## src/rtl/axil_pkg.sv

```systemverilog
// axil_pkg: shared types and constants for the AXI4-Lite command master and
// its helpers.
//   state_t     - master FSM state encoding
//   RESP_*      - AXI4-Lite response codes
//   axil_cmd_t  - captured command (sized for the widest supported address)
package axil_pkg;

    typedef enum logic [2:0] {
        IDLE    = 3'd0,
        WR_AW_W = 3'd1,
        WR_B    = 3'd2,
        RD_AR   = 3'd3,
        RD_R    = 3'd4,
        RSP     = 3'd5
    } state_t;

    localparam logic [1:0] RESP_OKAY   = 2'b00;
    localparam logic [1:0] RESP_EXOKAY = 2'b01;
    localparam logic [1:0] RESP_SLVERR = 2'b10;
    localparam logic [1:0] RESP_DECERR = 2'b11;

    localparam int unsigned AXIL_ADDR_MAX = 32;
    localparam int unsigned AXIL_DATA_W   = 32;
    localparam int unsigned AXIL_STRB_W   = AXIL_DATA_W / 8;

    typedef struct packed {
        logic                     write;
        logic [AXIL_ADDR_MAX-1:0] addr;
        logic [AXIL_DATA_W-1:0]   wdata;
        logic [AXIL_STRB_W-1:0]   wstrb;
    } axil_cmd_t;

endpackage

```

## src/rtl/axil_watchdog.sv

```systemverilog
// axil_watchdog: saturating cycle counter that flags when a bus phase has run
// for LIMIT cycles. LIMIT = 0 disables it.
// Ports:
//   aclk, aresetn - clock, synchronous active-low reset
//   clr_i         - restart the count (wins over en_i)
//   en_i          - count this cycle
//   expired_o     - the count reaches LIMIT at the coming edge
module axil_watchdog #(
    parameter int unsigned LIMIT = 256
) (
    input  logic aclk,
    input  logic aresetn,
    input  logic clr_i,
    input  logic en_i,
    output logic expired_o
);

    localparam int unsigned CntW    = (LIMIT > 1) ? $clog2(LIMIT + 1) : 1;
    localparam bit          Enabled = (LIMIT != 0);
    localparam logic [CntW-1:0] LastCnt = CntW'((LIMIT == 0) ? 0 : LIMIT - 1);

    logic [CntW-1:0] count_d, count_q;

    always_comb begin
        count_d = count_q;
        if (clr_i) begin
            count_d = '0;
        end else if (en_i && (count_q != '1)) begin
            count_d = count_q + CntW'(1);
        end
    end

    always_ff @(posedge aclk) begin
        if (!aresetn) begin
            count_q <= '0;
        end else begin
            count_q <= count_d;
        end
    end

    // ">=" so a phase entered after a late handshake still times out next cycle.
    assign expired_o = Enabled && en_i && (count_q >= LastCnt);

endmodule

```

## src/rtl/axil_cmd_master.sv

```systemverilog
// axil_cmd_master: turns a valid/ready command stream into single AXI4-Lite
// read/write transactions, one outstanding at a time, and returns each result
// on a valid/ready response stream. A watchdog aborts hung bus phases.
// Ports:
//   aclk, aresetn            - clock, synchronous active-low reset
//   cmd_*                    - command stream (write, addr, wdata, wstrb)
//   rsp_*                    - response stream (rdata, resp, timeout)
//   m_aw*/m_w*/m_b*          - AXI4-Lite write channels
//   m_ar*/m_r*               - AXI4-Lite read channels
// All outputs come straight from flops.
module axil_cmd_master
    import axil_pkg::*;
#(
    parameter int unsigned ADDR_WIDTH     = 6,
    parameter int unsigned DATA_WIDTH     = 32,
    parameter int unsigned TIMEOUT_CYCLES = 256
) (
    input  logic                    aclk,
    input  logic                    aresetn,
    input  logic                    cmd_valid,
    output logic                    cmd_ready,
    input  logic                    cmd_write,
    input  logic [ADDR_WIDTH-1:0]   cmd_addr,
    input  logic [DATA_WIDTH-1:0]   cmd_wdata,
    input  logic [DATA_WIDTH/8-1:0] cmd_wstrb,
    output logic                    rsp_valid,
    input  logic                    rsp_ready,
    output logic [DATA_WIDTH-1:0]   rsp_rdata,
    output logic [1:0]              rsp_resp,
    output logic                    rsp_timeout,
    output logic [ADDR_WIDTH-1:0]   m_awaddr,
    output logic [2:0]              m_awprot,
    output logic                    m_awvalid,
    input  logic                    m_awready,
    output logic [DATA_WIDTH-1:0]   m_wdata,
    output logic [DATA_WIDTH/8-1:0] m_wstrb,
    output logic                    m_wvalid,
    input  logic                    m_wready,
    input  logic [1:0]              m_bresp,
    input  logic                    m_bvalid,
    output logic                    m_bready,
    output logic [ADDR_WIDTH-1:0]   m_araddr,
    output logic [2:0]              m_arprot,
    output logic                    m_arvalid,
    input  logic                    m_arready,
    input  logic [DATA_WIDTH-1:0]   m_rdata,
    input  logic [1:0]              m_rresp,
    input  logic                    m_rvalid,
    output logic                    m_rready
);

    state_t                  state_d, state_q;
    axil_cmd_t               cmd_d, cmd_q;
    logic                    cmd_ready_d, cmd_ready_q;
    logic                    awvalid_d, awvalid_q;
    logic                    wvalid_d, wvalid_q;
    logic                    bready_d, bready_q;
    logic                    arvalid_d, arvalid_q;
    logic                    rready_d, rready_q;
    logic                    rsp_valid_d, rsp_valid_q;
    logic [DATA_WIDTH-1:0]   rsp_rdata_d, rsp_rdata_q;
    logic [1:0]              rsp_resp_d, rsp_resp_q;
    logic                    rsp_timeout_d, rsp_timeout_q;

    logic aw_hs, w_hs, b_hs, ar_hs, r_hs;
    logic wd_clr, wd_en, wd_expired;
    logic do_timeout;
    logic unused_addr_hi;

    assign aw_hs = awvalid_q && m_awready;
    assign w_hs  = wvalid_q && m_wready;
    assign b_hs  = bready_q && m_bvalid;
    assign ar_hs = arvalid_q && m_arready;
    assign r_hs  = rready_q && m_rvalid;

    assign wd_en = (state_q == WR_AW_W) || (state_q == WR_B) ||
                   (state_q == RD_AR) || (state_q == RD_R);

    axil_watchdog #(
        .LIMIT (TIMEOUT_CYCLES)
    ) u_watchdog (
        .aclk      (aclk),
        .aresetn   (aresetn),
        .clr_i     (wd_clr),
        .en_i      (wd_en),
        .expired_o (wd_expired)
    );

    always_comb begin
        state_d       = state_q;
        cmd_d         = cmd_q;
        cmd_ready_d   = cmd_ready_q;
        awvalid_d     = awvalid_q;
        wvalid_d      = wvalid_q;
        bready_d      = bready_q;
        arvalid_d     = arvalid_q;
        rready_d      = rready_q;
        rsp_valid_d   = rsp_valid_q;
        rsp_rdata_d   = rsp_rdata_q;
        rsp_resp_d    = rsp_resp_q;
        rsp_timeout_d = rsp_timeout_q;
        wd_clr        = 1'b0;
        do_timeout    = 1'b0;

        unique case (state_q)
            IDLE: begin
                cmd_ready_d = 1'b1;
                if (cmd_valid && cmd_ready_q) begin
                    cmd_d.write = cmd_write;
                    cmd_d.addr  = AXIL_ADDR_MAX'(cmd_addr);
                    cmd_d.wdata = cmd_wdata;
                    cmd_d.wstrb = cmd_wstrb;
                    cmd_ready_d = 1'b0;
                    wd_clr      = 1'b1;
                    if (cmd_write) begin
                        state_d   = WR_AW_W;
                        awvalid_d = 1'b1;
                        wvalid_d  = 1'b1;
                    end else begin
                        state_d   = RD_AR;
                        arvalid_d = 1'b1;
                    end
                end
            end
            WR_AW_W: begin
                if (aw_hs) awvalid_d = 1'b0;
                if (w_hs)  wvalid_d  = 1'b0;
                // Each channel is done if it handshakes now or already did.
                if ((aw_hs || !awvalid_q) && (w_hs || !wvalid_q)) begin
                    state_d  = WR_B;
                    bready_d = 1'b1;
                end else if (wd_expired) begin
                    do_timeout = 1'b1;
                end
            end
            WR_B: begin
                if (b_hs) begin
                    state_d       = RSP;
                    bready_d      = 1'b0;
                    rsp_valid_d   = 1'b1;
                    rsp_resp_d    = m_bresp;
                    rsp_rdata_d   = '0;
                    rsp_timeout_d = 1'b0;
                end else if (wd_expired) begin
                    do_timeout = 1'b1;
                end
            end
            RD_AR: begin
                if (ar_hs) begin
                    state_d   = RD_R;
                    arvalid_d = 1'b0;
                    rready_d  = 1'b1;
                end else if (wd_expired) begin
                    do_timeout = 1'b1;
                end
            end
            RD_R: begin
                if (r_hs) begin
                    state_d       = RSP;
                    rready_d      = 1'b0;
                    rsp_valid_d   = 1'b1;
                    rsp_resp_d    = m_rresp;
                    rsp_rdata_d   = m_rdata;
                    rsp_timeout_d = 1'b0;
                end else if (wd_expired) begin
                    do_timeout = 1'b1;
                end
            end
            RSP: begin
                if (rsp_ready) begin
                    state_d     = IDLE;
                    rsp_valid_d = 1'b0;
                    cmd_ready_d = 1'b1;
                end
            end
            default: begin
                state_d = IDLE;
            end
        endcase

        // Abandoning a dead slave: valids drop without a handshake on purpose.
        if (do_timeout) begin
            state_d       = RSP;
            awvalid_d     = 1'b0;
            wvalid_d      = 1'b0;
            bready_d      = 1'b0;
            arvalid_d     = 1'b0;
            rready_d      = 1'b0;
            rsp_valid_d   = 1'b1;
            rsp_resp_d    = RESP_SLVERR;
            rsp_rdata_d   = '0;
            rsp_timeout_d = 1'b1;
        end
    end

    always_ff @(posedge aclk) begin
        if (!aresetn) begin
            state_q       <= IDLE;
            cmd_q         <= '0;
            cmd_ready_q   <= 1'b0;
            awvalid_q     <= 1'b0;
            wvalid_q      <= 1'b0;
            bready_q      <= 1'b0;
            arvalid_q     <= 1'b0;
            rready_q      <= 1'b0;
            rsp_valid_q   <= 1'b0;
            rsp_rdata_q   <= '0;
            rsp_resp_q    <= '0;
            rsp_timeout_q <= 1'b0;
        end else begin
            state_q       <= state_d;
            cmd_q         <= cmd_d;
            cmd_ready_q   <= cmd_ready_d;
            awvalid_q     <= awvalid_d;
            wvalid_q      <= wvalid_d;
            bready_q      <= bready_d;
            arvalid_q     <= arvalid_d;
            rready_q      <= rready_d;
            rsp_valid_q   <= rsp_valid_d;
            rsp_rdata_q   <= rsp_rdata_d;
            rsp_resp_q    <= rsp_resp_d;
            rsp_timeout_q <= rsp_timeout_d;
        end
    end

    // The write flag only steers the FSM; the stored address is wider than the port.
    assign unused_addr_hi = ^{cmd_q.addr, cmd_q.write};

    assign cmd_ready   = cmd_ready_q;
    assign rsp_valid   = rsp_valid_q;
    assign rsp_rdata   = rsp_rdata_q;
    assign rsp_resp    = rsp_resp_q;
    assign rsp_timeout = rsp_timeout_q;
    assign m_awaddr    = cmd_q.addr[ADDR_WIDTH-1:0];
    assign m_awprot    = 3'b000;
    assign m_awvalid   = awvalid_q;
    assign m_wdata     = cmd_q.wdata;
    assign m_wstrb     = cmd_q.wstrb;
    assign m_wvalid    = wvalid_q;
    assign m_bready    = bready_q;
    assign m_araddr    = cmd_q.addr[ADDR_WIDTH-1:0];
    assign m_arprot    = 3'b000;
    assign m_arvalid   = arvalid_q;
    assign m_rready    = rready_q;

endmodule

```

## config.mk

```make
export PLATFORM = sky130hd
export DESIGN_NAME = axil_cmd_master
export DESIGN_NICKNAME = d
export VERILOG_FILES = /design/src/rtl/axil_pkg.sv /design/src/rtl/axil_watchdog.sv /design/src/rtl/axil_cmd_master.sv
export SDC_FILE = /design/constraint.sdc
export NUM_CORES = 1
export LEC_CHECK = 0
export CAP_MARGIN = 30
export CELL_PAD_IN_SITES_DETAIL_PLACEMENT = 0
export CELL_PAD_IN_SITES_GLOBAL_PLACEMENT = 2
export CORE_UTILIZATION = 25
export DETAILED_ROUTE_END_ITERATION = 8
export PLACE_DENSITY = 0.85
export SLEW_MARGIN = 20
export SYNTH_ARGS = -nofsm -noshare
export SYNTH_HDL_FRONTEND = slang
export SYNTH_SLANG_ARGS = --single-unit
```

## constraint.sdc

```tcl
create_clock -name aclk -period 5.7 [get_ports aclk]
set_clock_uncertainty 0.2 [all_clocks]
set_input_delay 0.855 -clock aclk [delete_from_list [all_inputs] [get_ports aclk]]
set_output_delay 0.855 -clock aclk [all_outputs]
set_load 0.01 [all_outputs]
```

Word level (Yosys, flattened, before mapping)
Cells that the tools add are included.
{ "totals": {"ff_bits": 96, "latch_bits": 0, "ram_bits": 0, "rom_bits": 0, "in_bits": 88, "out_inout_bits": 96, "word_cells": 131, "n_memories": 0} }
{ "op_classes": {"addsub": 1, "mul": 0, "div": 0, "order_cmp": 1, "eq_ne": 22, "shift": 0, "n_mux": 50, "bitwise": 1, "n_reduce_logical": 39} }
{ "op_table": {"columns": ["op", "n"], "rows": [
  ["$mux W32", 2],
  ["$pmux W32 S2", 1],
  ["$mux W1", 25],
  ["$mux W3", 7],
  ["$ne A2 B2 Y1 const B", 9],
  ["$pmux W3 S6", 1],
  ["$reduce_and A4 Y1", 4],
  ["$ne A3 B3 Y1 const B", 5],
  ["$pmux W1 S2", 7],
  ["$reduce_and A3 Y1", 4],
  ["$reduce_and A6 Y1", 2],
  ["$reduce_bool A2 Y1", 6],
  ["$add A9 B1 Y9 const B", 1],
  ["$ge A9 B8 Y1 const B", 1],
  ["$logic_and A1 B1 Y1", 9],
  ["$ne A9 B9 Y1 const B", 1],
  ["$mux W2", 4],
  ["$eq A3 B2 Y1 const B", 2],
  ["$eq A3 B3 Y1 const B", 2],
  ["$logic_or A1 B1 Y1", 5],
  ["$pmux W1 S4", 1],
  ["$pmux W2 S2", 1],
  ["$reduce_and A2 Y1", 2],
  ["$reduce_bool A4 Y1", 1],
  ["9 further kinds", 11]
]} }

Depth between registers and ports, before layout
{ "depth": {"depth_word": 10, "ltp_mapped": 9, "ltp_nobuf": 8} }

Modules after synthesis
Synthesis repeated with hierarchy kept, for this count alone.
{ "hier_totals": {"hier_cells": 497, "hier_area_um2": 4200.3} }
{ "by_module_without_submodules": {"columns": ["mod", "n_inst", "cells_each", "area_each_um2", "seq_area_each_um2"], "rows": [
  ["axil_cmd_master", 1, 444, 3746.1, 1741.7],
  ["axil_watchdog", 1, 53, 454.2, 180.2]
]} }

Least setup slack after synthesis
Ideal clock, no wire load.
{ "synth_timing": {"path_kind": "input port to flip-flop", "start": "in m_arready", "end": "reg state_q[2]", "setup_ns": 0.120, "t_arrival_ns": 1.896, "required_time_ns": 5.380, "slack_ns": 3.484, "stages": 5, "n_path_buf": 1, "cell_sequence": "and3_1 a311oi_2 o31a_2 buf_4 o31a_1"} }
{ "synth_via": {"elab_chain_cells": 5, "elab_cells_between_ends": 11, "classes_between": "6 x eq/ne; 3 x mux; 2 x reduce/logical"} }
{ "synth_lines": {"columns": ["item", "line_no", "rtl"], "rows": [
  ["start, declared", "axil_cmd_master.sv:45", "input logic m_arready,"],
  ["$logic_and A1 B1 Y1 *", "axil_cmd_master.sv:73", "assign ar_hs = arvalid_q && m_arready;"],
  ["$mux W1", "axil_cmd_master.sv:149", "if (ar_hs) begin"],
  ["$pmux W1 S4", "axil_cmd_master.sv:105", "unique case (state_q)"],
  ["$ne A3 B3 Y1 (no source line) or $ne A3 B2 Y1 (tied branches)", null, null],
  ["$reduce_and A6 Y1 (no source line)", null, null],
  ["end signal, assigned", "axil_cmd_master.sv:211", "state_q <= state_d;"],
  ["end, declared", "axil_cmd_master.sv:52", "state_t state_d, state_q;"]
]} }
Mark *: on every way between the ends. The rest lies on a longest branch, timed or not.
A chain may end at the register's enable or synchronous reset.

Worst setup path in the final report
{ "layout_timing": {"start": "reg state_q[0]", "end": "reg wvalid_q (netlist: m_wvalid)"} }
{ "layout_via": {"elab_chain_cells": 9, "elab_cells_between_ends": 22, "classes_between": "7 x eq/ne; 7 x mux; 8 x reduce/logical"} }
{ "layout_lines": {"columns": ["item", "line_no", "rtl"], "rows": [
  ["$eq A3 B1 Y1 or $eq A3 B2 Y1 (tied branches)", "axil_cmd_master.sv:76, axil_cmd_master.sv:105", null],
  ["$logic_or A1 B1 Y1 (2 in series)", "axil_cmd_master.sv:76", "assign wd_en = (state_q == WR_AW_W) || (state_q == WR_B) ||"],
  ["$logic_or A1 B1 Y1", "axil_cmd_master.sv:77", "(state_q == RD_AR) || (state_q == RD_R);"],
  ["$logic_and A1 B1 Y1", "axil_watchdog.sv:42", "assign expired_o = Enabled && en_i && (count_q >= LastCnt);"],
  ["$mux W1", null, null],
  ["$mux W1, on equally long branches", null, null],
  ["$pmux W1 S4", "axil_cmd_master.sv:105", null],
  ["$reduce_or A2 Y1 (no source line)", null, null],
  ["end signal, assigned", "axil_cmd_master.sv:215", "wvalid_q <= wvalid_d;"],
  ["end, declared", "axil_cmd_master.sv:56", "logic wvalid_d, wvalid_q;"]
]} }
Parallel ways exist; a longest one is shown, timed or not.

==> impl_metrics.tcl <==
set metrics [dict create \
    fillerInstances 1589 \
    post_drt_wl_per_cell_um 14.1 \
    ant_nets 0 \
    clk_path_buf_depth 2 \
    hold_class "reg -> reg" \
    numCtsBuffers 9 \
    end_kind "flop" \
    drt_iter0_markers 146 \
    fmax_mhz 334 \
    fin_ws_ns 2.71 \
    seq_area_sq_um 1920 \
    synthCells 479 \
    fin_crit_sh 0.525 \
    synth_top_cells_by_area "dfxtp_1 (46%), nand2_1 (8.0%), a211oi_1 (6.5%)" \
    setup_tns_ns 0 \
    p_int_mw 1.43 \
    netlist.area_leader.share 0.464 \
    multiInputGateArea_sq_um 1970 \
    grt_pass1_wl_mm 18.4 \
    io_buffer_count 177 \
    yosysUniqueCellTypes 52 \
    syn_to_final_growth_pct 52.9 \
    switchingPower_mw 0.702 \
    die_x_um 131 \
    drcViolationCount 0 \
    dr_total_vias 3859 \
    wl_mm 12.0 \
    cts_resized 0 \
    cp_max_fo 42 \
    rsz0062_at_grt "no" \
    netlist_area_sq_um 4140 \
    async_reset_ff_frac 0 \
    ys.flop_type "dfxtp_1" \
    cts.sinks 96 \
    placedCellCount 831 \
    layout_min_cycle_time_ns 2.99 \
    start_kind "flop" \
    critical_path_class "reg -> reg" \
    synth_area_leader_cell "dfxtp_1" \
    slew_headroom 0.403 \
    dp_hpwl_mm 8.26 \
    drtPass1Iterations 4 \
    seqPwrFrac 0.394 \
    p_leak_nw 2.03 \
    die-area_sq_um 17100 \
    grt_max_degree 50 \
    grt_usage 0.139 \
    cts_tree "yes" \
    worstMarginPinSlew_ns 0.895 \
    final_util 0.395 \
    fin_total_pwr_mw 2.13 \
    num_antenna_cells 0 \
    gr-total-overflow 0 \
    required_ns 5.68 \
    arrival_ns 2.97 \
    synth-edff-count 0 \
    slew_viol_final 0 \
    final_net_count 719 \
    post_cts_buffers 0 \
    drive_above_1_share 0.0616 \
    swShare 0.329 \
    root_buffer "clkbuf_16" \
    dpl_worst_slack_ns 2.39 \
    max-vdd-ir-drop_uv 158 \
    status "finished, final reports clean" \
    core_sq_um 16100 \
    clk_pin_slew_ns 0.07 \
    grt_antenna_before_repair 0 \
    chipHeight_um 131 \
    p_comb_frac 0.319 \
    htree_levels 3 \
    setup_viol 0 \
    routabilityCongestion 0.796 \
    ctsHoldBuffers 0 \
    num_rows 46 \
    start_util 0.258 \
    clock_latency_ns 0.34 \
    finalNonFillerCells 849 \
    ys.warnings.count 0 \
    hold_viol_final 0 \
    yosysSeqAreaShare 0.464 \
    grt_pass1_vias 3633 \
    syn_area_per_cell_sq_um 8.65 \
    synth-seq-cells 96 \
    clkPwrFrac 0.287 \
    io_pins 184 \
    cellPowerDensity_nw_per_um2 337 \
    viasPerCell 4.55 \
    drv_cap 0 \
]
## layout make-up
cell class / count / area share
Multi-Input combinational cell: 331 / 0.310
Clock buffer: 11 / 0.0383
Tap cell: 216 / 0.0427
Inverter: 8 / 0.00474
Clock inverter: 5 / 0.00889
Timing Repair Buffer: 182 / 0.292
Sequential cell: 96 / 0.303
## final timing paths
kind | start | end | slack, ns | cells after the start
setup / recovery | state_q[0]$_SDFFE_PN0P_ | m_wvalid$_SDFFE_PP0P_ | 2.71 | 4
hold / removal | m_wdata[25]$_SDFFE_PN0P_ | m_wdata[25]$_SDFFE_PN0P_ | 0.25 | 2
setup reg to reg | state_q[0]$_SDFFE_PN0P_ | m_wvalid$_SDFFE_PP0P_ | 2.71 | 4
hold reg to reg | m_wdata[25]$_SDFFE_PN0P_ | m_wdata[25]$_SDFFE_PN0P_ | 0.25 | 2
## power groups by stage
stage,clock (mW),sequential [mW],combinational [mW]
final,0.613,0.841,0.680
after global routing,0.662,0.855,0.749
after CTS,0.637,0.841,0.660
after detailed placement,0,0.856,0.657
after global placement,0,0.853,0.647
after floorplan,0,0.839,0.400
## cell families (layout without fill, tap and decap cells)
family / Yosys count / in the layout / synth area share
XOR/XNOR: 7 / 7 / 0.0148
buffers and inverters: 57 / 206 / 0.0722
other: 1 / 6 / 0.000905
AO/OA/AOI/OAI: 114 / 114 / 0.200
AND/OR/NAND/NOR: 197 / 197 / 0.229
flip-flops: 96 / 96 / 0.464
adder cells (fa/ha/maj): 3 / 3 / 0.00906
multiplexers: 4 / 4 / 0.0103
## through the flow
step	hold WS, ns	cell area, sq um
finish	0.253	6340
global route	0.272	6340
CTS	0.257	6280
detailed placement	0.248	5980
global placement	0.243	5980
floorplan	0.281	4160
## cell usage after synthesis, types with 2 or more instances
| cell | n |
|---|---|
| nor2_1 | 15 |
| o311a_1 | 2 |
| nor3_1 | 5 |
| o21a_1 | 2 |
| a21oi_1 | 48 |
| o31a_1 | 2 |
| o31ai_1 | 2 |
| nand3_1 | 37 |
| xnor2_1 | 7 |
| inv_1 | 6 |
| o21ai_0 | 2 |
| buf_4 | 16 |
| nand4b_1 | 2 |
| buf_2 | 8 |
| mux2i_1 | 2 |
| inv_2 | 2 |
| ha_1 | 3 |
| a21oi_2 | 2 |
| nand4_1 | 2 |
| dfxtp_1 | 96 |
| nand2b_1 | 36 |
| a211oi_1 | 36 |
| nor4_1 | 3 |
| buf_6 | 2 |
| a2111oi_2 | 5 |
| nand2_1 | 88 |
| clkbuf_1 | 23 |
## worst max-delay path: stages (launching register included)
cell,delay (ns)
dfxtp_1,0.84
inv_1,0.32
a311oi_2,0.52
o31a_2,0.80
a2111oi_0,0.16
## layout by cell type, fill, tap and decap left out, types with 2 or more instances in the layout
| master | instances |
|---|---|
| clkdlybuf4s50_1 | 177 |
| dfxtp_1 | 96 |
| nand2_1 | 88 |
| a21oi_1 | 48 |
| nand3_1 | 37 |
| a211oi_1 | 36 |
| nand2b_1 | 35 |
| nor2_1 | 14 |
| clkbuf_16 | 9 |
| xnor2_1 | 7 |
| inv_1 | 6 |
| conb_1 | 6 |
| nor3_1 | 5 |
| a2111oi_2 | 5 |
| nor4_1 | 3 |
| ha_1 | 3 |
| buf_4 | 3 |
| nand4_1 | 2 |
| inv_2 | 2 |
| a21oi_4 | 2 |
| o31ai_1 | 2 |
| o31a_1 | 2 |
| o311a_1 | 2 |
| o21ai_0 | 2 |
| nand4b_1 | 2 |
| mux2i_1 | 2 |
| o21a_1 | 2 |
| clkinv_2 | 2 |
| buf_16 | 2 |
## registers in the layout, indices dropped and copies added (netlist names), 2 cells and up
register	cells
rsp_resp	2
state_q	3
m_wstrb	4
m_wdata	32
m_araddr	6
rsp_rdata	32
u_watchdog.count_q	9
## metal layers
| layer | wire length, um | share of wire | vias up | GRT usage |
|---|---|---|---|---|
| met5 | 0 | 0 | - | 0 |
| met3 | 867 | 0.072 | 8 | 0.0525 |
| li1 | - | - | 1940 | - |
| met1 | 5210 | 0.43 | 1785 | 0.177 |
| met4 | 108 | 0.0090 | 0 | 0.0372 |
| met2 | 5830 | 0.49 | 126 | 0.219 |
No activity file was read; power rests on OpenSTA's default activity.
==> variant (same settings) <==
The 6 states of `state_t` get a one-hot encoding in 6 bits.
--- a/src/rtl/axil_pkg.sv
+++ b/src/rtl/axil_pkg.sv
@@ -7,9 +7,9 @@
 
-    typedef enum logic [2:0] {
-        IDLE    = 3'd0,
-        WR_AW_W = 3'd1,
-        WR_B    = 3'd2,
-        RD_AR   = 3'd3,
-        RD_R    = 3'd4,
-        RSP     = 3'd5
+    typedef enum logic [5:0] {
+        IDLE    = 6'b000001,
+        WR_AW_W = 6'b000010,
+        WR_B    = 6'b000100,
+        RD_AR   = 6'b001000,
+        RD_R    = 6'b010000,
+        RSP     = 6'b100000
     } state_t;
Check against the original RTL: same outputs for any inputs over 10 cycles, from zero or initial values and one cycle with aresetn low; not proved beyond that.
==> variant against the original RTL <==
  * Global-route usage is 0.21 points higher
  * Worst setup slack worse by 120 ps
  * Area after synthesis is 2.1% lower
  * Routed wire length is 3.0% lower
  * Via count is 1.5% lower
  * Sequential cell count is 3 higher
  * Cell area hardly changed
  * Utilization is 0.40 points higher
  * Worst hold slack worse by 1.4 ps
  * Critical endpoint is now m_awvalid
Power is not compared: it rests on default switching activity, and its combinational part moved more than twofold at a synthesized area within 25%.
==> variant: results (changes against the original RTL) <==
Parameter                              Value

Layout
  Nets ... 730 (+1.5%)
  Fraction of layout cells with a size suffix above 1 ... 0.05901 (-0.002605)

Logic synthesis
  Mux contribution to synthesized area ... 0.009873 (-0.0003922)
  Post-Synth XOR/XNOR Area ... 0.01728 (+0.002484)
  Ranking of synthesized cells by instance count ... nand2_1, dfxtp_1, a21boi_1, a21oi_1, nand3_1
  Adder-cell share of the synthesized area ... 0.009256 (+0.0001984)
  Part of the Yosys area used for sequential elements ... 0.4887 (+0.02497)
  Distinct cell type count of the synthesized netlist ... 39 (-25%)
  Area fraction in compound gates after synthesis ... 0.1777 (-0.02216)
  Cell types occupying the most area after synthesis ... dfxtp_1, nand2_1, a21boi_1
  Total of warnings raised by yosys ... 0 (unchanged)
  Syn Area/Cell ... 8.431 sq um (-2.6%)

Drt
  Number of DRC markers after the initial detailed-route iteration ... 190 (+30%)
  Met2 Routed Length ... 5572 microns (-4.4%)
  WL per Instance ... 13.54 microns (-4.3%)
  Routed wire length ... 11650 microns (-3.0%)
  Routed met3 length ... 711 microns (-18%)
  First-pass DRT Iterations ... 4 (unchanged)
  Max layer used ... met4
  Metal-1 WL ... 5238 microns (+0.61%)
  Drt via density ... 4.420 (-2.8%)

Setup path
  Reg-to-reg critical path endpoint ... m_awvalid
  Data arrival time of the critical path ... 3160 ps (+190 ps)
  R2R setup slack ... 2860 ps (+150 ps)
  Largest driver fanout on the critical path ... 23 (-45%)
  Startpoint of the worst register-to-register path ... u_watchdog.count_q[0]
  Register-to-Register Path Depth ... 8 (+4)
  Longest individual stage delay on the worst path ... 520 ps (-320 ps)
  Cell at the slowest stage of the critical path ... nand2_1

Run status
  Run status ... finished, final reports clean

Global route
  Overall Global Routing Usage ... 0.1410 (+0.002111)
  Via count of the first global-routing pass ... 3575 (-1.6%)
  First-pass GRT wire length ... 18390 microns (unchanged)

Worst hold path
  Hold Path Sink ... m_wdata[31]
  Hold_sp ... m_wdata[31]

STA
  Least-Margin Pin Slew ... 704.9 ps (-190.0 ps)

Place
  Place WS ... 2194 ps (-200.5 ps)
  Number of placed cells counting well taps ... 842 (+1.3%)
  HPWL after DPL ... 8440 microns (+2.1%)
  Cell area reported after detailed placement ... 5924 sq um (-0.96%)
  Placer Congestion ... 0.7529 (-5.4%)

Clocking
  CTS buffer count ... 9 (unchanged)
  Setup repair bufs after CTS ... 0 (unchanged)
  Latest clock arrival within the worst-skew pair ... 350 ps
  Total of cells resized after clock tree synthesis ... 0 (unchanged)

Power
  Reported net switching power ... 0.0003854 W
  Leakage power figure ... 2.181 nW
## variant: worst max-delay path by stage
stage	start	end	slack, ps	depth (start not counted)
after detailed placement	m_wready	m_awvalid	2190	8
final	m_awready	m_awvalid	2590	8
after floorplan	m_wready	m_awvalid	3550	7
after global placement	m_wready	m_awvalid	2360	8
after global routing	m_awready	m_awvalid	2380	8
after CTS	m_wready	m_awvalid	2590	8
## variant: power groups by stage
stage | logic [W] | clock network, W | registers, W
floorplan | 0.0000874 | 0 | 0.000757
global placement | 0.000219 | 0 | 0.000749
detailed placement | 0.000220 | 0 | 0.000749
CTS | 0.000221 | 0.000773 | 0.000733
global route | 0.000241 | 0.000806 | 0.000737
finish | 0.000222 | 0.000749 | 0.000733
## variant: metrics by stage
step             util  hold slack, ps
2_1_floorplan       -           276.1
3_3_place_gp   0.3730           237.3
3_5_place_dp   0.3730           245.3
4_1_cts        0.3963           255.3
5_1_grt        0.3986           269.0
6_report       0.3986           251.9
## variant: per-layer routing
metal	vias to the layer above	global-route usage
met5	-	0
met4	0	0.03806
met3	13	0.03344
met2	109	0.2385
met1	1761	0.1790
li1	1918	-
## variant: layout make-up
cell class / count / area (sq um)
Sequential cell: 99 / 1982
Fill cell: 1602 / 9554
Clock inverter: 7 / 146.4
Tap cell: 216 / 270.3
Timing Repair Buffer: 184 / 1844
Multi-Input combinational cell: 342 / 1852
Clock buffer: 9 / 225.2
Inverter: 3 / 11.26
## variant: critical path, delay by kind of cell
family	cells	cell delay, ps
buffers and inverters	2	890
AND/OR/NAND/NOR	3	760
AO/OA/AOI/OAI	3	650
